**src/rtl/branch_resolve.sv**
```systemverilog
// Execute-stage branch resolution: pairs an issued branch/jump with next-cycle
// comparator verdict, offers a held redirect to fetch, or raises a misaligned trap.
module branch_resolve #(
    parameter int XLEN = 32
) (
    input  logic            clk,
    input  logic            reset_n,
    input  logic            valid_in,
    input  logic            is_branch,
    input  logic            is_jump,
    input  logic [2:0]      function_select,
    input  logic [XLEN-1:0] pc,
    input  logic [XLEN-1:0] target,
    input  logic            cmp_result,
    output logic            stall_out,
    output logic            redirect_valid,
    input  logic            redirect_ready,
    output logic [XLEN-1:0] redirect_pc,
    output logic            flush,
    output logic            trap_valid,
    output logic [XLEN-1:0] trap_pc,
    output logic [XLEN-1:0] branch_count,
    output logic [XLEN-1:0] taken_count,
    output logic [1:0]      state_dbg
);

    // Redirect handshake: redirect_valid is held with redirect_pc stable until a
    // cycle where redirect_valid & redirect_ready; redirect_ready alone does nothing.
    typedef enum logic [1:0] {
        IDLE    = 2'd0,
        RESOLVE = 2'd1,
        PENDING = 2'd2
    } state_t;

    state_t          state;
    state_t          state_nxt;
    logic [XLEN-1:0] e1_pc;
    logic [XLEN-1:0] e1_target;
    logic            e1_jump;
    logic            e1_branch;
    logic            taken;
    logic            aligned;
    logic            capture;

    // funct3 is routed straight to the comparator; nothing here decodes it.
    logic unused_function_select;
    assign unused_function_select = ^function_select;

    assign stall_out      = (state == PENDING);
    assign redirect_valid = (state == PENDING);
    assign state_dbg      = state;

    always_comb begin
        taken     = (state == RESOLVE) && (e1_jump || (e1_branch && cmp_result));
        aligned   = (e1_target[1:0] == 2'b00);
        // A taken resolution kills whatever is presented in the same cycle.
        capture   = valid_in && (is_branch || is_jump) && !stall_out && !taken;
        state_nxt = state;
        case (state)
            IDLE: begin
                if (capture) state_nxt = RESOLVE;
            end
            RESOLVE: begin
                if (taken)        state_nxt = aligned ? PENDING : IDLE;
                else if (capture) state_nxt = RESOLVE;
                else              state_nxt = IDLE;
            end
            PENDING: begin
                if (redirect_ready) state_nxt = IDLE;
            end
            default: state_nxt = IDLE;
        endcase
    end

    always_ff @(posedge clk or negedge reset_n) begin
        if (!reset_n) begin
            state        <= IDLE;
            e1_pc        <= '0;
            e1_target    <= '0;
            e1_jump      <= 1'b0;
            e1_branch    <= 1'b0;
            redirect_pc  <= '0;
            flush        <= 1'b0;
            trap_valid   <= 1'b0;
            trap_pc      <= '0;
            branch_count <= '0;
            taken_count  <= '0;
        end else begin
            state      <= state_nxt;
            flush      <= taken && aligned;
            trap_valid <= taken && !aligned;
            if (capture) begin
                e1_pc     <= pc;
                e1_target <= target;
                e1_jump   <= is_jump;
                e1_branch <= is_branch;
            end
            if (taken && aligned)  redirect_pc <= e1_target;
            if (taken && !aligned) trap_pc     <= e1_pc;
            if ((state == RESOLVE) && e1_branch) begin
                branch_count <= branch_count + XLEN'(1);
                if (taken) taken_count <= taken_count + XLEN'(1);
            end
        end
    end

endmodule

```
**config.mk**
```make
export PLATFORM = sky130hd
export DESIGN_NAME = branch_resolve
export DESIGN_NICKNAME = d
export VERILOG_FILES = /design/src/rtl/branch_resolve.sv
export SDC_FILE = /design/constraint.sdc
export NUM_CORES = 1
export LEC_CHECK = 0
export CORE_UTILIZATION = 50
export CTS_CLUSTER_DIAMETER = 120
export DETAILED_ROUTE_END_ITERATION = 16
export PLACE_DENSITY = 0.94
export SLEW_MARGIN = 5
export SYNTH_ARGS = -nofsm -noshare
export SYNTH_HDL_FRONTEND = slang
export SYNTH_SLANG_ARGS = --single-unit
export TNS_END_PERCENT = 100
```
**constraint.sdc**
```tcl
create_clock -name clk -period 4.2 [get_ports clk]
set_input_delay 0.84 -clock clk [delete_from_list [all_inputs] [get_ports clk]]
set_output_delay 0.84 -clock clk [all_outputs]
set_load 0.01 [all_outputs]
```
=== Yosys cells after proc, flatten, opt, wreduce, memory -nomap -nowiden ===
Cells that the tools add are included.

* Bits in registers: 198
* Output and inout port bits: 134
* Logic and storage cells: 40

* Add/subtract/negate cells: 2
* Equality and inequality tests: 4
* Multiplexer cells: 6
* Reductions and logical operators: 17

{| class="wikitable"
|+ Operator list
! kind !! number
|-
| $add 32x1->32 const B || 2
|-
| $logic_and 1x1->1 || 8
|-
| $mux 2 || 4
|-
| $pmux 2 s3 || 1
|-
| $logic_not 2->1 || 2
|-
| $reduce_and 2->1 || 2
|-
| $logic_not 1->1 || 3
|-
| $eq 2x1->1 const B || 1
|-
| $eq 2x2->1 const B || 1
|-
| $logic_or 1x1->1 || 2
|-
| $ne 2x1->1 const B || 1
|-
| $ne 2x2->1 const B || 1
|-
| $mux 1 || 1
|}

=== Logic depth before layout (Yosys ltp) ===
* Depth after elaboration: 8
* Depth in mapped cells: 6

=== Least setup slack after synthesis ===
Ideal clock, no wire load.

* Path type: input-to-reg
* Start: in cmp_result
* End: reg e1_pc[0]
* Setup time: 125 ps
* Data arrival time: 2047 ps
* Setup slack: 2028 ps
* Stages: 6
* Path through: a21o_1 -> and3b_1 -> nor3_2 -> buf_4 -> buf_4 -> mux2_2

* Longest elaborated chain between the ends: 5

{| class="wikitable"
|+ RTL lines
! item !! RTL line !! text
|-
| from (decl) || 14 || <nowiki>input logic cmp_result,</nowiki>
|-
| $logic_and 1x1->1 || 54 || <nowiki>taken = (state == RESOLVE) && (e1_jump || (e1_branch && cmp_result));</nowiki>
|-
| $logic_or 1x1->1 || 54 ||
|-
| $logic_and 1x1->1 || 54 ||
|-
| $logic_not 1->1 || 57 || <nowiki>capture = valid_in && (is_branch || is_jump) && !stall_out && !taken;</nowiki>
|-
| $logic_and 1x1->1 || 57 ||
|-
| to (signal assigned) || 93 || <nowiki>e1_pc <= pc;</nowiki>
|-
| to (decl) || 37 || <nowiki>logic [XLEN-1:0] e1_pc;</nowiki>
|}

No other way between the ends.
A chain may end at the register's enable or synchronous reset.

=== Final worst setup path ===
* Start: reg state[0], in the netlist state_dbg[0]
* End: out stall_out

* Longest elaborated chain between the ends: 1

{| class="wikitable"
|+ RTL lines
! item !! RTL line !! text
|-
| from (decl) || 35 || <nowiki>state_t state;</nowiki>
|-
| from (signal assigned) || 89 || <nowiki>state <= state_nxt;</nowiki>
|-
| $eq 2x2->1 || 49 || <nowiki>assign stall_out = (state == PENDING);</nowiki>
|-
| to (decl) || 15 || <nowiki>output logic stall_out,</nowiki>
|}

No other way between the ends.

==> out/qor.log <==
[status] result of the run finished clean
[pwr] final total power 6.36 mW
[yosys] nets in the synthesized netlist 639
[yosys] count of warnings emitted by yosys 0
[layout] area added between synthesis and finish 36.0%
[pwr] Leak 4.75 nW
[timing] max-slew headroom at the worst pin 45.3%
[clock_network] number of instances resized during post-cts repair 0
[floorplan] die width 128 um
[timing] unrepaired setup endpoints after global routing false
[clock_network] total clock sinks 198
[global_route] Total Routing Usage GR 23.3%
[drt] antenna-violating nets left 0
[global_route] pin count of the biggest net entering global routing 105
[floorplan] starting density of the core 51.9%
[yosys] synthesized instance count 563
[floorplan] die height 128 um
[timing] period utilization 63.4%
[yosys] count leader, synth sky130_fd_sc_hd__dfrtp_1
[clock_network] Clock H-tree levels 4
[yosys] Cell Area, Synth 7970 um^2
[layout] post-route design area 10800 um^2
[timing] Max Transition Viols Final 0
[floorplan] DIE AREA 16500 um^2
[yosys] leading register cell type out of synthesis sky130_fd_sc_hd__dfrtp_1
[yosys] proportion of netlist area held by the largest area contributor 62.2%
[global_route] wire length of the first global-routing pass 29400 um
[critical_path] data arrival time of the critical path 1820 ps
[pwr] part of the total power dissipated in the clock network 26.2%
[critical_path] Critical Path Fanout Max 6
[layout] Final Instance Count excl. Fillers 994
[job] maximum capacitance violations 0
[critical_path] data required time of the critical path 3360 ps
[critical_path] Worst setup SP type flip-flop
[layout] ratio of cells with drive above 1 in the final layout 22.5%
[yosys] ranking of synthesized cells by area sky130_fd_sc_hd__dfrtp_1, sky130_fd_sc_hd__mux2_2, sky130_fd_sc_hd__xor2_1
[timing] summed negative setup slack over all endpoints 0 ps
[drt] via density per instance 5.38
[place] post-detail-place hpwl 12900 um
[drt] number of detailed-routing iterations run before antenna repair 4
[yosys] Seq cells post-synth 198
[yosys] Synth area leader sky130_fd_sc_hd__dfrtp_1
[drt] total DRC errors in the routed layout 0
[clock_network] buffers inserted during post-CTS setup optimization 0
[yosys] leading cell types by count after synthesis sky130_fd_sc_hd__dfrtp_1, sky130_fd_sc_hd__mux2_2, sky130_fd_sc_hd__xor2_1
[yosys] share of async-settable or async-resettable flops after synthesis 100%
[global_route] number of global-route vias before repair 5704
[place] cell total after placement 963
[clock_network] clock-pin slew on the worst setup and hold paths 70 ps
[timing] Worst Skew 6.98 ps
[pwr] P_int 4.60 mW
[global_route] initial antenna violation count 0
[floorplan] Boundary Pins 208
[timing] transition time at the pin with the least slew margin 820 ps
[timing] Hold Fails Final Rpt 0
[critical_path] CP Class flip-flop to output pin
[clock_network] TritonCTS clock tree done
[pwr] relative contribution of sequential cells to total power 44.3%
[global_route] global route overflow 0
[place] Cell Area, Placed 10200 um^2
[min_path] Min-Delay Path Class flip-flop to flip-flop
[timing] number of failing setup endpoints in the final timing report 0
[yosys] unique cell type count in the Yosys netlist 32
[drt] first-iteration detailed-routing DRC count 265
[clock_network] # hold bufs at CTS 0
[critical_path] category of the worst setup path capture point output pin
[yosys] post-synthesis sequential area ratio 62.2%
[pwr] total power per unit cell area 586 nW/um^2
[pwr] worst voltage drop across the vdd grid 0.373 mV
[drt] routed wire length 18300 um
[pwr] switching pwr 1.76 mW
[yosys] number of flops mapped to enable cells by yosys 0
[clock_network] Clk Latency, worst-skew pair 420 ps
[floorplan] standard-cell row count 45
[pwr] Sw Ratio 27.7%
[clock_network] maximum clock path buffer count 2
[floorplan] total core area 15400 um^2
[pwr] power share of the combinational group 29.5%
[drt] vias post-DR 5352
[clock_network] Root Buffer sky130_fd_sc_hd__clkbuf_16
[clock_network] TritonCTS buffer count 17
[place] weighted congestion at the end of routability-driven global placement 0.826
[layout] Diodes inserted 0
[layout] nets 847
[timing] maximum clock frequency 376 MHz
[drt] WL/cell 18.4 um
[place] number of buffers inserted by port buffering 204
[timing] Min Clock Period, post-route 2660 ps
[yosys] mean post-synth cell area 14.2 um^2
[layout make-up]
cell class                 instances  area [um^2]
fill                             982         4530
clock inverter                     9          140
multi-input combinational        334         2870
timing repair buffer             210         2120
sequential                       198         4950
inverter                          10         37.5
clock buffer                      22          464
tap                              211          264
[kinds of logic (layout without fill, tap and decap cells)]
| group | Yosys count | in the layout | synth area share (%) |
|---|---|---|---|
| flip-flops | 198 | 198 | 62.2 |
| buffers and inverters | 31 | 251 | 2.01 |
| AND/OR/NAND/NOR | 136 | 136 | 10.1 |
| AO/OA/AOI/OAI | 5 | 5 | 0.408 |
| adder cells (fa/ha/maj) | 2 | 2 | 0.314 |
| multiplexers | 129 | 129 | 18.2 |
| XOR/XNOR | 62 | 62 | 6.81 |
[per-stage QoR]
| stage | util [%] | hold WS [ps] | setup WS [ps] |
|---|---|---|---|
| detailed placement | 66.6 | 467 | 1350 |
| finish | 70.5 | 473 | 1540 |
| global route | 70.5 | 485 | 1460 |
| floorplan | - | 475 | 2030 |
| CTS | 70.5 | 476 | 1510 |
| global placement | 66.6 | 464 | 1380 |
[sequential cells by signal (all words and copies together) (netlist names)]
| signal | cells |
|---|---|
| branch_count | 32 |
| e1_jump | 1 |
| e1_pc | 32 |
| e1_target | 32 |
| e1_branch | 1 |
| trap_pc | 32 |
| flush | 1 |
| redirect_pc | 32 |
| taken_count | 32 |
| trap_valid | 1 |
| state_dbg | 2 |
[final timing paths]
path,startpoint,endpoint,slack [ps],cells past startpoint
worst max-delay path,state_dbg[0],stall_out,1540,3
worst max register to register,e1_branch,e1_target[29],2230,5
max in group asynchronous,reset_n,redirect_pc[30],2790,2
worst min register to register,branch_count[31],branch_count[31],470,1
min in group asynchronous,reset_n,redirect_pc[28],480,1
worst min-delay path,branch_count[31],branch_count[31],470,1
[layer usage]
| layer | global-route usage [%] | vias up | part of all wire (%) |
|---|---|---|---|
| met5 | 0 | - | 0 |
| met4 | 9.69 | 0 | 2.6 |
| met3 | 9.14 | 40 | 8.7 |
| met2 | 39.0 | 199 | 51 |
| met1 | 26.6 | 2725 | 38 |
| li1 | - | 2388 | - |
[critical path, cell delays in order, from the launching register on]
cell                              delay [ps]
sky130_fd_sc_hd__dfrtp_1                 450
sky130_fd_sc_hd__nand2b_1                190
sky130_fd_sc_hd__inv_1                   170
sky130_fd_sc_hd__clkdlybuf4s50_1         590
[power groups by stage]
stage,sequential (mW),clock [mW],combinational (mW)
floorplan,2.92,0,0.719
global placement,2.78,0,1.80
detailed placement,2.84,0,1.87
CTS,2.82,1.70,1.90
global route,2.88,1.77,2.00
finish,2.82,1.66,1.88
[cells in the final DEF (no fill, tap or decap), drive strengths merged, types with 18 or more instances in the layout]
cell type      count
clkdlybuf4s50    203
dfrtp            198
mux2             129
xor2              40
nand2             24
clkbuf            23
xnor2             22
nor3              19
nand3             18
nand4             18
No activity file was read; power rests on OpenSTA's default activity.
==> RTL change (config.mk and constraints unchanged) <==
Register the input `target` before use, without a reset. The logic sees it one clock later. The other inputs are not delayed to match.
--- a/src/rtl/branch_resolve.sv
+++ b/src/rtl/branch_resolve.sv
@@ -31,6 +31,12 @@
         RESOLVE = 2'd1,
         PENDING = 2'd2
     } state_t;
+
+    logic [XLEN-1:0] target_q;
+
+    always_ff @(posedge clk) begin
+        target_q <= target;
+    end
 
     state_t          state;
     state_t          state_nxt;
@@ -91,7 +97,7 @@
             trap_valid <= taken && !aligned;
             if (capture) begin
                 e1_pc     <= pc;
-                e1_target <= target;
+                e1_target <= target_q;
                 e1_jump   <= is_jump;
                 e1_branch <= is_branch;
             end
Check against the original RTL: not equivalent (a bounded check fails within 4 cycles, from zero or initial values and one cycle with reset_n low).
==> RTL change against the unedited design <==
  * Power is 11% higher
  * Clock skew is 0.71 ps higher
  * Wire length hardly changed
  * Setup slack worse by 230 ps
  * Sequential power is 12% higher
  * Synthesized area is 9.3% higher
  * Sequential cell count is 32 higher
  * Via count is 1.7% higher
  * Design area is 8.2% higher
  * Final cell count is 4.4% higher
  * Highest routed layer unchanged
==> RTL change: results (changes against the unedited design) <==
Status
Run status: completed (unchanged).

Drt
The average via count per standard cell is 5.24 (was 5.38). The length of routed met2 wiring is 9.48 mm (was 9.28 mm). The overall routed net length is 18.3 mm (about the same).

STA
The worst hold margin is 460 ps (was 473 ps). The minimum clock period is 2890 ps (was 2660 ps). The worst-case clock skew came to 7.69 ps (was 6.98 ps).

Layout
The final non-filler cell area is 11700 um^2 (was 10800 um^2). The filler cell count came to 1147 (was 982). The final-layout clock buffer total is 36 (was 22).

The number of nets in the layout is 878 (was 847). The sequential share of cell area is 47.7% (was 45.7%). The fraction of layout instances using a drive strength above 1 is 22.6% (was 22.5%).

The post-layout instance count excluding filler cells is 1038 (was 994).

Power
The net switching fraction of the power was 26.6% (was 27.7%). The cell leakage power is 4.95 nW (was 4.75 nW).

Global route
The number of global-route vias before repair was 5852 (was 5704). The routing usage on met3 is 5.22% (was 9.14%). The fraction of met1 tracks used by global routing is 25.2% (was 26.6%). The maximum number of pins on one net before global-route repair was 130 (was 105).

Place
The routability congestion estimate from global placement is 0.814 (was 0.826). The post-place instance area is 11000 um^2 (was 10200 um^2).

Clock network
The level count of the clock H-tree is 1 (was 4).

Synth
The net count of the mapped netlist was 660 (was 639). The post-synthesis cell type count is 44 (was 32). The post-synthesis sequential element count came to 230 (was 198).

Setup path
The arrival time reported for the critical path endpoint was 2050 ps (was 1820 ps). The depth of the most critical reg-to-reg path is 4 (was 5). The timing endpoint of the critical path is redirect_valid (was stall_out). The startpoint of the lowest-slack register-to-register path is state_dbg[1]$_DFFE_PN0P_ (was e1_branch$_DFFE_PN0P_).

Hold path
The worst hold path startpoint is target_q[30]$_DFF_P_ (was branch_count[31]$_DFFE_PN0N_).
## RTL change: critical path: stages (launching register included)
cell	delay, ps
dfrtp_1	470
nor2b_1	450
clkdlybuf4s50_1	630
## RTL change: cell families (layout without fill, tap and decap cells)
| family | after synthesis | after routing | synth area share (%) |
|---|---|---|---|
| DFF | 230 | 230 | 64.2 |
| and+or+nand+nor | 134 | 134 | 9.72 |
| muxes | 129 | 129 | 17.1 |
| xor gates and xnor gates | 62 | 62 | 6.23 |
| buffers and inverters | 22 | 256 | 1.88 |
| AOI/OAI and AO/OA | 5 | 5 | 0.574 |
| adders and majority gates | 2 | 2 | 0.287 |
## RTL change: power groups by stage
stage / Clock [mW] / Combinational, mW / Sequential, mW
3_3_place_gp: 0 / 1.84 / 3.14
3_5_place_dp: 0 / 1.90 / 3.18
4_1_cts: 2.08 / 1.92 / 3.16
5_1_grt: 2.17 / 2.01 / 3.22
6_report: 2.03 / 1.89 / 3.15
2_1_floorplan: 0 / 0.756 / 3.27
